## src/rtl/l2_sync_responder_pkg.sv

```systemverilog
// Shared L2 request/response packet definitions for the store buffer interface.
// Also carries the strand count and the legality check for request ops.
`ifndef STRANDS_PER_CORE
`define STRANDS_PER_CORE 4
`endif

package l2_sync_responder_pkg;

    localparam int STRAND_WIDTH = $clog2(`STRANDS_PER_CORE);
    localparam int CORE_WIDTH   = 4;
    localparam int UNIT_WIDTH   = 2;
    localparam int ADDR_WIDTH   = 26;
    localparam int DATA_WIDTH   = 64;
    localparam int MASK_WIDTH   = 8;

    localparam logic [UNIT_WIDTH-1:0] UNIT_STBUF = 2'd1;

    typedef enum logic [2:0] {
        L2REQ_STORE       = 3'd0,
        L2REQ_STORE_SYNC  = 3'd1,
        L2REQ_LOAD_SYNC   = 3'd2,
        L2REQ_FLUSH       = 3'd3,
        L2REQ_DINVALIDATE = 3'd4,
        L2REQ_IINVALIDATE = 3'd5
    } l2req_packet_type_t;

    typedef struct packed {
        logic                    valid;
        logic [UNIT_WIDTH-1:0]   unit;
        logic [CORE_WIDTH-1:0]   core;
        logic [STRAND_WIDTH-1:0] strand;
        l2req_packet_type_t      op;
        logic [ADDR_WIDTH-1:0]   address;
        logic [DATA_WIDTH-1:0]   data;
        logic [MASK_WIDTH-1:0]   mask;
    } l2req_packet_t;

    typedef struct packed {
        logic                    valid;
        logic                    status;
        logic [CORE_WIDTH-1:0]   core;
        logic [UNIT_WIDTH-1:0]   unit;
        logic [STRAND_WIDTH-1:0] strand;
        l2req_packet_type_t      op;
        logic [ADDR_WIDTH-1:0]   address;
    } l2rsp_packet_t;

    function automatic logic is_legal_op(input l2req_packet_type_t op);
        return op inside {L2REQ_STORE, L2REQ_STORE_SYNC, L2REQ_LOAD_SYNC,
                          L2REQ_FLUSH, L2REQ_DINVALIDATE, L2REQ_IINVALIDATE};
    endfunction

endpackage

```

## src/rtl/l2_sync_responder_fifo.sv

```systemverilog
// Generic synchronous FIFO; head data is combinational from storage, one cycle after push.
// full/empty come from a registered count only, so callers may drive ready from them directly.
module sync_fifo #(
    parameter int WIDTH = 8,
    parameter int DEPTH = 4
) (
    input  logic             clk,
    input  logic             reset,
    input  logic             push,
    input  logic [WIDTH-1:0] push_data,
    input  logic             pop,
    output logic [WIDTH-1:0] head_data,
    output logic             full,
    output logic             empty
);

    localparam int AW = $clog2(DEPTH);
    localparam int CW = AW + 1;

    logic [WIDTH-1:0] mem [DEPTH];
    logic [AW-1:0]    wr_ptr;
    logic [AW-1:0]    rd_ptr;
    logic [CW-1:0]    count;

    assign full      = (count == CW'(DEPTH));
    assign empty     = (count == '0);
    assign head_data = mem[rd_ptr];

    always_ff @(posedge clk or posedge reset) begin
        if (reset) begin
            wr_ptr <= '0;
            rd_ptr <= '0;
            count  <= '0;
        end else begin
            if (push)
                wr_ptr <= wr_ptr + AW'(1);
            if (pop)
                rd_ptr <= rd_ptr + AW'(1);
            case ({push, pop})
                2'b10:   count <= count + CW'(1);
                2'b01:   count <= count - CW'(1);
                default: count <= count;
            endcase
        end
    end

    // Storage is not reset; only entries between the pointers are ever read.
    always_ff @(posedge clk) begin
        if (push)
            mem[wr_ptr] <= push_data;
    end

    a_no_push_full: assert property (@(posedge clk) disable iff (reset) !(push && full));
    a_no_pop_empty: assert property (@(posedge clk) disable iff (reset) !(pop && empty));

endmodule

```

## src/rtl/l2_sync_responder.sv

```systemverilog
// L2 responder: queues store-buffer requests, resolves sync stores against per-strand reservations.
// Response is registered 2 cycles after accept, 1/cycle, no response backpressure; ready = !fifo_full.
module l2_sync_responder
    import l2_sync_responder_pkg::*;
#(
    parameter int FIFO_DEPTH  = 4,
    parameter int NUM_STRANDS = `STRANDS_PER_CORE
) (
    input  logic                   clk,
    input  logic                   reset,
    input  l2req_packet_t          l2req_packet,
    output logic                   l2req_ready,
    output l2rsp_packet_t          l2rsp_packet,
    output logic [NUM_STRANDS-1:0] reservation_valid
);

    typedef struct packed {
        logic [UNIT_WIDTH-1:0]   unit;
        logic [CORE_WIDTH-1:0]   core;
        logic [STRAND_WIDTH-1:0] strand;
        l2req_packet_type_t      op;
        logic [ADDR_WIDTH-1:0]   address;
    } req_entry_t;

    typedef struct packed {
        logic                  valid;
        logic [ADDR_WIDTH-1:0] address;
    } res_entry_t;

    req_entry_t push_entry;
    req_entry_t head;
    logic       fifo_push;
    logic       fifo_pop;
    logic       fifo_full;
    logic       fifo_empty;

    res_entry_t res      [NUM_STRANDS];
    res_entry_t res_next [NUM_STRANDS];
    logic       own_hit;
    logic       rsp_status;

    // Payload is not echoed back; keep it visibly consumed.
    logic unused_req_bits;
    assign unused_req_bits = ^{l2req_packet.data, l2req_packet.mask};

    assign l2req_ready = !fifo_full;
    assign fifo_push   = l2req_packet.valid && l2req_ready;
    assign fifo_pop    = !fifo_empty;

    assign push_entry.unit    = l2req_packet.unit;
    assign push_entry.core    = l2req_packet.core;
    assign push_entry.strand  = l2req_packet.strand;
    assign push_entry.op      = l2req_packet.op;
    assign push_entry.address = l2req_packet.address;

    sync_fifo #(
        .WIDTH ($bits(req_entry_t)),
        .DEPTH (FIFO_DEPTH)
    ) u_req_fifo (
        .clk       (clk),
        .reset     (reset),
        .push      (fifo_push),
        .push_data (push_entry),
        .pop       (fifo_pop),
        .head_data (head),
        .full      (fifo_full),
        .empty     (fifo_empty)
    );

    always_comb begin
        own_hit = 1'b0;
        for (int j = 0; j < NUM_STRANDS; j++) begin
            if (head.strand == STRAND_WIDTH'(j))
                own_hit = res[j].valid && (res[j].address == head.address);
        end
    end

    always_comb begin
        res_next   = res;
        rsp_status = 1'b1;
        case (head.op)
            L2REQ_STORE: begin
                for (int j = 0; j < NUM_STRANDS; j++)
                    if (res[j].address == head.address)
                        res_next[j].valid = 1'b0;
            end
            L2REQ_STORE_SYNC: begin
                // A failed sync store has no write effect, so only the requester loses its link.
                rsp_status = own_hit;
                for (int j = 0; j < NUM_STRANDS; j++) begin
                    if (own_hit ? (res[j].address == head.address)
                                : (head.strand == STRAND_WIDTH'(j)))
                        res_next[j].valid = 1'b0;
                end
            end
            L2REQ_LOAD_SYNC: begin
                for (int j = 0; j < NUM_STRANDS; j++) begin
                    if (head.strand == STRAND_WIDTH'(j)) begin
                        res_next[j].valid   = 1'b1;
                        res_next[j].address = head.address;
                    end
                end
            end
            L2REQ_FLUSH, L2REQ_DINVALIDATE, L2REQ_IINVALIDATE: rsp_status = 1'b1;
            default: rsp_status = 1'b0;
        endcase
    end

    always_ff @(posedge clk or posedge reset) begin
        if (reset) begin
            l2rsp_packet <= '0;
            for (int j = 0; j < NUM_STRANDS; j++)
                res[j] <= '0;
        end else begin
            l2rsp_packet.valid <= fifo_pop;
            if (fifo_pop) begin
                l2rsp_packet.status  <= rsp_status;
                l2rsp_packet.core    <= head.core;
                l2rsp_packet.unit    <= head.unit;
                l2rsp_packet.strand  <= head.strand;
                l2rsp_packet.op      <= head.op;
                l2rsp_packet.address <= head.address;
                res                  <= res_next;
            end
        end
    end

    always_comb begin
        reservation_valid = '0;
        for (int j = 0; j < NUM_STRANDS; j++)
            reservation_valid[j] = res[j].valid;
    end

    a_legal_op: assert property (@(posedge clk) disable iff (reset)
        fifo_pop |-> is_legal_op(head.op));

endmodule
```

## config.mk

```make
export PLATFORM = sky130hd
export DESIGN_NAME = l2_sync_responder
export DESIGN_NICKNAME = d
export VERILOG_FILES = /design/src/rtl/l2_sync_responder_pkg.sv /design/src/rtl/l2_sync_responder_fifo.sv /design/src/rtl/l2_sync_responder.sv
export SDC_FILE = /design/constraint.sdc
export NUM_CORES = 1
export LEC_CHECK = 0
export CORE_UTILIZATION = 48
export DETAILED_ROUTE_END_ITERATION = 8
export PLACE_DENSITY_LB_ADDON = 0.05
export SYNTH_ARGS = -nofsm -noshare
export SYNTH_HDL_FRONTEND = slang
export SYNTH_SLANG_ARGS = --single-unit
```

## constraint.sdc

```tcl
create_clock -name clk -period 14.6 [get_ports clk]
set_clock_uncertainty 0.1 [all_clocks]
set_input_delay 2.92 -clock clk [delete_from_list [all_inputs] [get_ports clk]]
set_output_delay 2.92 -clock clk [all_outputs]
set_load 0.02 [all_outputs]
```

## Word level (Yosys, flattened, before mapping)

Memory sizes are Yosys's and may differ from the RTL's.
Index checks and enable logic that the tools add are counted.

| word-level totals | value |
|---|---|
| register bits after elaboration | 154 |
| memory bits (writable) | 148 |
| memories kept | 1 |

Memory list:

| memory | depth | width | rd ports | clocked after Yosys merged registers in | write ports | line | text |
|---|---|---|---|---|---|---|---|
| u_req_fifo.mem | 4 | 37 | 1 | 0 | 1 | l2_sync_responder_fifo.sv:20 | `logic [WIDTH-1:0] mem [DEPTH];` |

| operators by class | value |
|---|---|
| bitwise operators | 1 |
| add/sub/neg operators | 4 |
| multiplexer cells | 28 |
| equal/unequal tests | 27 |
| reduce and logical (&&, ||, !) cells | 21 |

Operators with widths:

| operator | count |
|---|---|
| 27-bit two-way mux | 4 |
| 26-bit == test | 4 |
| 2-bit != test (second input constant) | 12 |
| 5-bit AND reduction | 4 |
| 1-bit two-way mux | 18 |
| 1-bit one-hot mux with 3 select lines | 4 |
| 3-bit AND reduction | 4 |
| 3-bit == test (second input constant) | 3 |
| 2-bit == test (second input constant) | 3 |
| 3-bit by 2-bit == test with 1-bit output (second input constant) | 2 |
| 3-bit zero test | 2 |
| 3-bit one-hot mux with 2 select lines | 1 |
| 1-bit logical AND | 5 |
| 5-bit OR reduction | 1 |
| 2-bit by 1-bit adder with 2-bit output (second input constant) | 2 |
| 2-bit by 1-bit == test with 1-bit output (second input constant) | 2 |
| 3-bit by 1-bit adder with 3-bit output (second input constant) | 1 |
| 3-bit by 1-bit == test with 1-bit output (second input constant) | 1 |
| 3-bit nonzero test | 1 |
| 3-bit by 1-bit subtractor with 3-bit output (second input constant) | 1 |
| 1-bit zero test | 2 |
| 2-bit zero test | 1 |
| 1-bit one-hot mux with 2 select lines | 1 |
| 2-bit nonzero test | 1 |
| 1-bit NOT | 1 |

## Longest topological paths before layout

An unclocked memory read counts as a cell.

| depth | value |
|---|---|
| depth after elaboration | 10 |
| mapped depth | 10 |
| gate-level depth less buffers | 10 |

## Hierarchy

A second synthesis with hierarchy kept.

| second synthesis, totals | value |
|---|---|
| cell total of the unflattened synthesis | 769 |
| area, all modules | 12,871.1 µm² |

Modules (own cells, without submodules):

| module | sequential area each (µm²) | times used | area each (µm²) | cells an instance |
|---|---|---|---|---|
| l2_sync_responder | 3,678.5 | 1 | 7,138.1 | 539 |
| sync_fifo | 4,619.4 | 1 | 5,733.0 | 230 |

## Worst setup path after synthesis

No wires, ideal clock.

| timing path | value |
|---|---|
| kind | input to register |
| start point | input l2req_packet[109] (netlist name) |
| end point | memory u_req_fifo.mem[0][0] (netlist name), enable pin |
| buffers on the path | 0 |
| stages | 1 |
| path slack | 10,244 ps |
| arrival | 3,858 ps |
| library setup time | 398 ps |
| cells stage by stage | and3_1 |

| between the ends | value |
|---|---|
| word-level cells in the longest chain between the ends | 3 |

Ends and longest elaborated chain:

| item | line | text |
|---|---|---|
| start, declared | l2_sync_responder.sv:11 | `input l2req_packet_t l2req_packet,` |
| 1-bit logical AND | l2_sync_responder.sv:47 | `assign fifo_push = l2req_packet.valid && l2req_ready;` |
| 1-bit two-way mux | l2_sync_responder_fifo.sv:49 | `if (push)` |
| 1-bit two-way mux (not written as such) | l2_sync_responder_fifo.sv:50 | `mem[wr_ptr] <= push_data;` |
| end, declared | l2_sync_responder_fifo.sv:20 |  |

No other way between the ends.

## Final worst setup path

| timing path | value |
|---|---|
| start point | register u_req_fifo.count[0] |
| end point | output l2req_ready |

| between the ends | value |
|---|---|
| word-level cells in the longest chain between the ends | 2 |

Ends and longest elaborated chain:

| item | line | text |
|---|---|---|
| start, declared | l2_sync_responder_fifo.sv:23 | `logic [CW-1:0] count;` |
| start signal, assigned | l2_sync_responder_fifo.sv:40 | `2'b10: count <= count + CW'(1);` |
| start signal, assigned | l2_sync_responder_fifo.sv:41 | `2'b01: count <= count - CW'(1);` |
| start signal, assigned | l2_sync_responder_fifo.sv:42 | `default: count <= count;` |
| 3-bit == test | l2_sync_responder_fifo.sv:25 | `assign full = (count == CW'(DEPTH));` |
| 1-bit zero test | l2_sync_responder.sv:46 | `assign l2req_ready = !fifo_full;` |
| end, declared | l2_sync_responder.sv:12 | `output logic l2req_ready,` |

No other way between the ends.

==> flow_metrics.tcl <==
set metrics [dict create \
    arrival_ns 1.83 \
    status "completed" \
    critPathKind "flop to primary output" \
    ys_seq_area_frac 0.629 \
    tightest_slew_ns 1.19 \
    place.gp.congestion 0.779 \
    ys_types 48 \
    drc 0 \
    routed_wl_um 29400 \
    grt_overflow 0 \
    cts.sinks 302 \
    yosysTopAreaCell "edfxtp_1" \
    slew_viol_final 0 \
    cts_buffer_depth 3 \
    dr.first_iter.drc_count 507 \
    yosys_warnings 0 \
    vias_per_cell 5.39 \
    clk_pin_slew_worst_paths_ns 0.06 \
    synth_edf_count 148 \
    die_w_um 168 \
    hpwlAfterDp_um 19200 \
    drive_gt1_frac 0.121 \
    dieArea_um2 28200 \
    power_leakage_nw 5.80 \
    rsz0062_at_grt "false" \
    cts_buffers 35 \
    track_usage 0.218 \
    ios 156 \
    syn-num-nets 1135 \
    fin_nets 1216 \
    async_flop_share 0.510 \
    cts_resized 0 \
    worstSetupStartpointType "flop" \
    required_ns 11.58 \
    detail-route-antenna-nets 0 \
    hold_viol 0 \
    dr.pass1.iters 6 \
    tns_ns 0 \
    cts_hold_buffers 0 \
    htreeDepth 2 \
    ir_drop_v 0.000147 \
    cts-root-buf "clkbuf_16" \
    synth-main-ff-cell "dfrtp_1" \
    portBuffers 83 \
    start_util 0.490 \
    cp-end-kind "primary output" \
    n_antenna_cell 0 \
    antenna_found_initial 0 \
    ys_top_cells_by_area "edfxtp_1, dfrtp_1, xnor2_1" \
    synth_area_per_cell_um2 13.0 \
    synth_cells 1016 \
    rows 60 \
    finalCriticalPeriod_ns 4.85 \
    period_share 0.332 \
    clock.fmax_mhz 206 \
    relSlewSlack 0.201 \
    netlist.area_leader.share 0.337 \
    vias 7901 \
    grt_max_degree 83 \
    r2r_setup_slack_ns 10.46 \
    cts_tree "yes" \
    setup_viol 0 \
    grt_pass1_wl_um 45900 \
    worst-path-max-fanout 6 \
    power_density_nw_per_um2 239 \
    synth_seq_cells 302 \
    min_path_type "flop to flop" \
    synth.cell_area_um2 13200 \
    postCtsSetupBuffers 0 \
    drv_cap 0 \
    fp.dieH_um 168 \
    clkLatencyLatePin_ns 0.52 \
    syn_to_final_growth_pct 16.5 \
    grt_pass1_vias 7853 \
    wl_per_cell_um 20.0 \
    coreArea_um2 27000 \
    final_util 0.570 \
]
-- Yosys cell counts, drive strengths merged (2+ instances only) --
cell	number
mux2i	29
nand2	211
clkbuf	30
a21oi	4
nand4	28
and3	4
nor3	5
edfxtp	148
xor2	4
nor2	6
o21ai	162
and2	2
a2bb2oi	2
nor2b	2
mux2	26
ha	6
a222oi	3
o2111ai	2
xnor2	105
dfrtp	154
inv	10
mux4	37
nor4	4
buf	22
-- area by class of cell --
type	count	area, um2
Inverter	10	42.5
Sequential cell	302	8310
Fill cell	2213	11600
Multi-Input combinational cell	652	4620
Tap cell	341	427
Timing Repair Buffer	96	928
Clock inverter	15	104
Clock buffer	49	948
-- registers in the layout (all words and copies together), names as in the netlist --
name	count
u_req_fifo.wr_ptr	2
res	104
u_req_fifo.mem	148
u_req_fifo.count	3
u_req_fifo.rd_ptr	2
reservation_valid	4
l2rsp_packet	39
-- metrics by stage --
| step | total power [mW] | std cells | hold WS [ns] | area [um2] | worst slack, ns |
|---|---|---|---|---|---|
| 3_5_place_dp | 2.91 | 1401 | 0.357 | 14300 | 9.48 |
| 3_3_place_gp | 2.88 | 1401 | 0.352 | 14300 | 9.47 |
| 5_1_grt | 3.92 | 1465 | 0.381 | 15400 | 9.65 |
| 2_1_floorplan | 2.40 | 1016 | 0.364 | 13200 | 7.43 |
| 6_report | 3.68 | 1465 | 0.362 | 15400 | 9.75 |
| 4_1_cts | 3.72 | 1465 | 0.369 | 15400 | 9.72 |
-- placed cells by master (no fill, tap or decap), drive strengths merged, types with 4 or more instances in the layout --
master	synthesis	routed
dfrtp	154	154
a21oi	4	4
xor2	4	4
nand4	28	28
nor4	4	4
mux4	37	37
and3	4	4
mux2	26	26
buf	22	13
clkdlybuf4s50	0	83
nand2	211	211
xnor2	105	105
nor2	6	6
o21ai	162	162
mux2i	29	29
clkbuf	30	49
inv	10	13
clkinv	0	11
nor3	5	5
edfxtp	148	148
ha	6	6
-- cells by family after synthesis --
logic type,count (synthesis),synth area share
xor+xnor,109,0.0729
compound gates,179,0.0739
mux,92,0.108
fa+ha+maj,7,0.00720
simple gates,265,0.0865
buf+inv,62,0.0224
flops,302,0.629
-- metal layers --
metal | global-route usage | vias to the layer above | wire length (um)
li1 | - | 3799 | -
met4 | 0.0515 | 0 | 417
met5 | 0 | - | 0
met1 | 0.331 | 3912 | 14200
met2 | 0.333 | 150 | 13600
met3 | 0.0306 | 40 | 1160
-- final timing paths --
check                                         to  cells after the start            startpoint
worst max-delay path                 l2req_ready                      3   u_req_fifo.count[0]
worst min-delay path            l2rsp_packet[35]                      2      l2rsp_packet[35]
worst max register to register  l2rsp_packet[37]                      8  u_req_fifo.rd_ptr[0]
worst min register to register  l2rsp_packet[35]                      2      l2rsp_packet[35]
max in group asynchronous       l2rsp_packet[18]                      3                 reset
min in group asynchronous       l2rsp_packet[26]                      2                 reset
-- power by group --
| group | switching (mW) | internal, mW | leakage [nW] |
|---|---|---|---|
| logic | 0.873 | 0.637 | 2.01 |
| registers | 0.175 | 1.19 | 3.27 |
| clock network | 0.333 | 0.473 | 0.517 |
-- worst max-delay path: stages, from the launching register on --
cell and delay, ns:
dfrtp_1 0.39, inv_1 0.09, nand3_1 0.19, clkdlybuf4s50_1 0.65
(Power assumes the default switching activity.)
